<file path="src/rtl/sprite_rom_arbiter_pkg.sv">
// ============================================================================
// sprite_rom_arbiter_pkg : shared constants and state type for sprite ROM arbitration
// Rev 1.0
// ============================================================================
`default_nettype none

package sprite_rom_arbiter_pkg;

    localparam int ROM_WIDTH  = 320;
    localparam int ADDR_W_DEF = 20;
    localparam int DATA_W_DEF = 8;

    typedef enum logic [0:0] {
        RUN   = 1'b0,
        DRAIN = 1'b1
    } arb_state_t;

endpackage

`default_nettype wire

</file>
<file path="src/rtl/sprite_rom_arbiter_rr_pick.sv">
// ============================================================================
// rr_pick : combinational round-robin picker, first set bit at or above ptr
// Rev 1.0
// ============================================================================
`default_nettype none

module rr_pick #(
    parameter int N     = 4,
    parameter int IDX_W = (N > 1) ? $clog2(N) : 1
) (
    input  logic [N-1:0]     req,
    input  logic [IDX_W-1:0] ptr,
    output logic [N-1:0]     gnt,
    output logic [IDX_W-1:0] idx,
    output logic             any
);

    logic [IDX_W:0] w_pos;

    always_comb begin
        idx   = '0;
        any   = 1'b0;
        w_pos = '0;
        for (int k = 0; k < N; k++) begin
            // Explicit wrap keeps the search inside 0..N-1 for non power-of-2 N
            w_pos = {1'b0, ptr} + (IDX_W+1)'(k);
            if (w_pos >= (IDX_W+1)'(N)) begin
                w_pos = w_pos - (IDX_W+1)'(N);
            end
            if (!any && req[w_pos[IDX_W-1:0]]) begin
                any = 1'b1;
                idx = w_pos[IDX_W-1:0];
            end
        end
        gnt = any ? (N'(1) << idx) : '0;
    end

endmodule

`default_nettype wire

</file>
<file path="src/rtl/sprite_rom_arbiter.sv">
// ============================================================================
// sprite_rom_arbiter : round-robin share of the sprite ROM read port with tagged return
// Rev 1.0
// ============================================================================
`default_nettype none

module sprite_rom_arbiter
    import sprite_rom_arbiter_pkg::*;
#(
    parameter int N_REQ   = 4,
    parameter int ADDR_W  = ADDR_W_DEF,
    parameter int DATA_W  = DATA_W_DEF,
    parameter int ROM_LAT = 2
) (
    input  logic                    Clk,
    input  logic                    Reset,
    input  logic                    frame_sync,
    input  logic [N_REQ-1:0]        req,
    input  logic [N_REQ*ADDR_W-1:0] req_addr,
    output logic [N_REQ-1:0]        gnt,
    output logic [ADDR_W-1:0]       rom_addr,
    output logic                    rom_rd,
    input  logic [DATA_W-1:0]       rom_data,
    output logic [N_REQ-1:0]        rsp_valid,
    output logic [DATA_W-1:0]       rsp_data,
    output logic                    busy
);

    localparam int c_IDX_W = (N_REQ > 1) ? $clog2(N_REQ) : 1;
    localparam int c_DEPTH = 1 + ROM_LAT;
    localparam int c_CNT_W = $clog2(c_DEPTH + 1);
    localparam logic [c_CNT_W-1:0] c_CNT_LOAD = c_CNT_W'(c_DEPTH);

    arb_state_t                       r_state, w_state_nxt;
    logic [c_CNT_W-1:0]               r_cnt, w_cnt_nxt;
    logic [c_IDX_W-1:0]               r_ptr, w_ptr_nxt;
    logic [N_REQ-1:0]                 w_pick_gnt;
    logic [c_IDX_W-1:0]               w_pick_idx;
    logic                             w_pick_any;
    logic                             w_accept;
    logic [ADDR_W-1:0]                w_sel_addr;
    logic [c_DEPTH-1:0]               r_tag_v;
    logic [c_DEPTH-1:0][c_IDX_W-1:0]  r_tag_idx;

    rr_pick #(
        .N     (N_REQ),
        .IDX_W (c_IDX_W)
    ) u_pick (
        .req (req),
        .ptr (r_ptr),
        .gnt (w_pick_gnt),
        .idx (w_pick_idx),
        .any (w_pick_any)
    );

    assign w_sel_addr = req_addr[w_pick_idx*ADDR_W +: ADDR_W];

    always_comb begin
        w_state_nxt = r_state;
        w_cnt_nxt   = r_cnt;
        w_ptr_nxt   = r_ptr;
        w_accept    = 1'b0;
        gnt         = '0;
        case (r_state)
            RUN: begin
                // A same-cycle frame_sync does not block the grant
                w_accept = w_pick_any;
                gnt      = w_pick_gnt;
                if (w_pick_any) begin
                    w_ptr_nxt = (w_pick_idx == c_IDX_W'(N_REQ - 1)) ? '0 : w_pick_idx + 1'b1;
                end
                if (frame_sync) begin
                    w_state_nxt = DRAIN;
                    w_cnt_nxt   = c_CNT_LOAD;
                end
            end
            DRAIN: begin
                if (frame_sync) begin
                    w_cnt_nxt = c_CNT_LOAD;
                end else if (r_cnt <= c_CNT_W'(1)) begin
                    w_state_nxt = RUN;
                    w_cnt_nxt   = '0;
                    w_ptr_nxt   = '0;
                end else begin
                    w_cnt_nxt = r_cnt - 1'b1;
                end
            end
            default: w_state_nxt = RUN;
        endcase
    end

    always_ff @(posedge Clk or posedge Reset) begin
        if (Reset) begin
            r_state <= RUN;
            r_cnt   <= '0;
            r_ptr   <= '0;
        end else begin
            r_state <= w_state_nxt;
            r_cnt   <= w_cnt_nxt;
            r_ptr   <= w_ptr_nxt;
        end
    end

    // Tag pipeline is never flushed so reads issued before DRAIN still return
    always_ff @(posedge Clk or posedge Reset) begin
        if (Reset) begin
            rom_addr  <= '0;
            rom_rd    <= 1'b0;
            r_tag_v   <= '0;
            r_tag_idx <= '0;
        end else begin
            rom_rd <= w_accept;
            if (w_accept) begin
                rom_addr <= w_sel_addr;
            end
            r_tag_v   <= {r_tag_v[c_DEPTH-2:0], w_accept};
            r_tag_idx <= {r_tag_idx[c_DEPTH-2:0], w_pick_idx};
        end
    end

    assign rsp_valid = r_tag_v[ROM_LAT] ? (N_REQ'(1) << r_tag_idx[ROM_LAT]) : '0;
    assign rsp_data  = rom_data;
    assign busy      = (r_state == DRAIN) | (|r_tag_v);

endmodule

`default_nettype wire

</file>
<file path="config.mk">
export PLATFORM = sky130hd
export DESIGN_NAME = sprite_rom_arbiter
export DESIGN_NICKNAME = d
export VERILOG_FILES = /design/src/rtl/sprite_rom_arbiter_pkg.sv /design/src/rtl/sprite_rom_arbiter_rr_pick.sv /design/src/rtl/sprite_rom_arbiter.sv
export SDC_FILE = /design/constraint.sdc
export NUM_CORES = 1
export LEC_CHECK = 0
export CELL_PAD_IN_SITES_DETAIL_PLACEMENT = 0
export CELL_PAD_IN_SITES_GLOBAL_PLACEMENT = 1
export CORE_UTILIZATION = 26
export DETAILED_ROUTE_END_ITERATION = 12
export PLACE_DENSITY_LB_ADDON = 0.05
export SKIP_CTS_REPAIR_TIMING = 1
export SLEW_MARGIN = 25
export SYNTH_ARGS = -nofsm -noshare
export SYNTH_HDL_FRONTEND = slang
export SYNTH_SLANG_ARGS = --single-unit
</file>
<file path="constraint.sdc">
create_clock -name Clk -period 2.4 [get_ports Clk]
set_input_delay 0.48 -clock Clk [delete_from_list [all_inputs] [get_ports Clk]]
set_output_delay 0.48 -clock Clk [all_outputs]
set_load 0.05 [all_outputs]
</file>
==> impl_metrics.json <==
{
  "hpwlAfterDp_um": 4830,
  "cp.required_ps": 1920,
  "core_um2": 7450,
  "hold_path_class": "reg -> reg",
  "drc": 0,
  "grt_max_degree": 35,
  "period_share": 0.960,
  "grt_first_pass_wirelength_um": 10900,
  "synth_top_family_by_area": "compound AO/OA/AOI/OAI gates",
  "fin_total_pwr_mw": 3.61,
  "yosysSeqAreaShare": 0.416,
  "status": "completed",
  "root_buffer": "clkbuf_8",
  "worst_pin_slew_ps": 532,
  "initial_core_util": 0.275,
  "numCtsBuffers": 5,
  "clock_path_buffers": 2,
  "ys_top_cells_by_area": "dfrtp_1 (42%), mux2i_1 (9.8%), a211oi_1 (7.3%), and3_1 (6.7%), a2111oi_0 (5.6%)",
  "pin_count": 133,
  "synth_compound_area_frac": 0.232,
  "setup_viol_count_final": 0,
  "clkTransAtPathRegs_ps": 70,
  "finish.utilization": 0.478,
  "synth_adder_area_share": 0.00611,
  "grt_pass1_vias": 2142,
  "routedWlPerCell_um": 15.6,
  "clock_latency_ps": 280,
  "period_minus_slack_ps": 2300,
  "final_hold_viol_count": 0,
  "final_common_cell": "clkdlybuf4s50_1",
  "synth_edf_count": 0,
  "num_rows": 31,
  "ys_ff_latch": 34,
  "ys.flop_type": "dfrtp_1",
  "power.density_nw_per_um2": 1010,
  "start_kind": "register",
  "fin_ws_ps": 95.3,
  "drive_gt1_frac": 0.170,
  "antenna_cells": 0,
  "synth_top_cell_area_share": 0.416,
  "detail-route-antenna-nets": 0,
  "synth_area_um2": 2050,
  "antenna_found_initial": 0,
  "end_kind": "output pin",
  "postSynthCellCount": 203,
  "dr.pass1.iters": 4,
  "fmax_mhz": 434,
  "yosys_warnings": 0,
  "track_usage": 0.168,
  "place_ws_ps": -167,
  "avgSynthCellArea_um2": 10.1,
  "h-tree-depth": 2,
  "clock_sinks": 34,
  "maxSlewHeadroom": 0.644,
  "finalClockSkew_ps": 4.26,
  "p_leak_nw": 1.53,
  "maxCapViolCount": 0,
  "cts_tree": "built",
  "rsz0062_at_grt": "false",
  "synthMuxAreaShare": 0.105,
  "synth_xor_area_frac": 0,
  "drt_wl_total_um": 6620,
  "synth-simple-area-share": 0.156,
  "final_cell_mix": "clkdlybuf4s50_1 (107), dfrtp_1 (33), buf_4 (22), and3_1 (21), nor2_1 (21)",
  "syn-num-nets": 299,
  "ys_types": 36,
  "synth_area_leader_cell": "dfrtp_1",
  "finalMaxSlewViolations": 0,
  "crit_type": "reg -> out",
  "postSynth.asyncResetShare": 1.00,
  "peakVddDrop_mv": 0.494,
  "routed_via_density": 4.77,
  "drtIter0Drc": 54,
  "num_vias": 2018,
  "worstPathMaxFanout": 5,
  "area_growth_syn_to_layout_pct": 73.9,
  "gp_congestion": 0.854,
  "dieArea_um2": 8230,
  "die_x_um": 90.7,
  "port_buffers": 116,
  "fin_nets": 419,
  "die_y_um": 90.7,
  "gr-total-overflow": 0,
  "arrival_ps": 1820
}
## critical path, stage by stage, from the launching register on
cell     delay [ps]
dfrtp_2         420
mux2_4          300
a32oi_2         210
nand2_2         150
ha_4            180
and2_1          140
buf_6           150
## metal layers
metal | vias to the layer above | GRT usage | routed length (um)
li1 | 996 | - | -
met1 | 934 | 0.218 | 3030
met2 | 74 | 0.273 | 3060
met3 | 14 | 0.0463 | 430
met4 | 0 | 0.0444 | 91
met5 | - | 0 | 0
## cells by family after synthesis
group                    Yosys count
buffers and inverters             32
AND/OR/NAND/NOR                   60
multiplexers                      21
AO/OA/AOI/OAI                     55
adder cells (fa/ha/maj)            1
flip-flops                        34
## cell usage after synthesis (all sizes together) (4+ instances only)
cell,number
clkbuf,11
buf,15
dfrtp,34
a211oi,20
a2111oi,20
and3,22
nor2,21
inv,6
mux2i,20
a21oi,4
o21ai,4
## power breakdown
group / leakage [nW] / internal, mW / total (mW) / switching [mW]
logic: 1.09 / 0.921 / 2.24 / 1.32
registers: 0.387 / 0.805 / 0.933 / 0.128
clock network: 0.0482 / 0.231 / 0.437 / 0.205
## stage by stage
stage / hold WS [ps] / cell area [um^2] / std cells / setup TNS [ps]
after global routing: 356 / 3560 / 423 / 0
final: 343 / 3560 / 423 / 0
after global placement: 333 / 3370 / 411 / -1450
after floorplan: 331 / 2060 / 203 / -45.8
after detailed placement: 335 / 3370 / 411 / -2900
after CTS: 350 / 3460 / 419 / -597
## final timing paths
path,start,to,slack [ps],cells past startpoint
worst min-delay path,r_tag_idx[0]$_DFF_PP0_,r_tag_idx[2]$_DFF_PP0_,340,0
min in group asynchronous,Reset,rom_addr[7]$_DFFE_PP0P_,600,3
worst max register to register,r_ptr[1]$_DFFE_PP0P_,rom_addr[6]$_DFFE_PP0P_,260,7
max in group asynchronous,Reset,r_ptr[1]$_DFFE_PP0P_,1450,3
worst min register to register,r_tag_idx[0]$_DFF_PP0_,r_tag_idx[2]$_DFF_PP0_,340,0
worst max-delay path,r_ptr[1]$_DFFE_PP0P_,gnt[2],100,6
## flip-flops by register name, indices dropped and copies added (netlist names)
signal	flops
r_state	1
rom_addr	20
r_cnt	2
r_ptr	2
r_tag_v	3
r_tag_idx	6
## cell type report
cell class	instances	area (um^2)
clock buffers	7	86.3
clock inverters	1	5.00
fillers	714	3890
inverters	6	22.5
multi-input cells	137	1080
flip-flops and latches	34	852
well taps	99	124
repair buffers	139	1390
No activity file was read; power rests on OpenSTA's default activity.
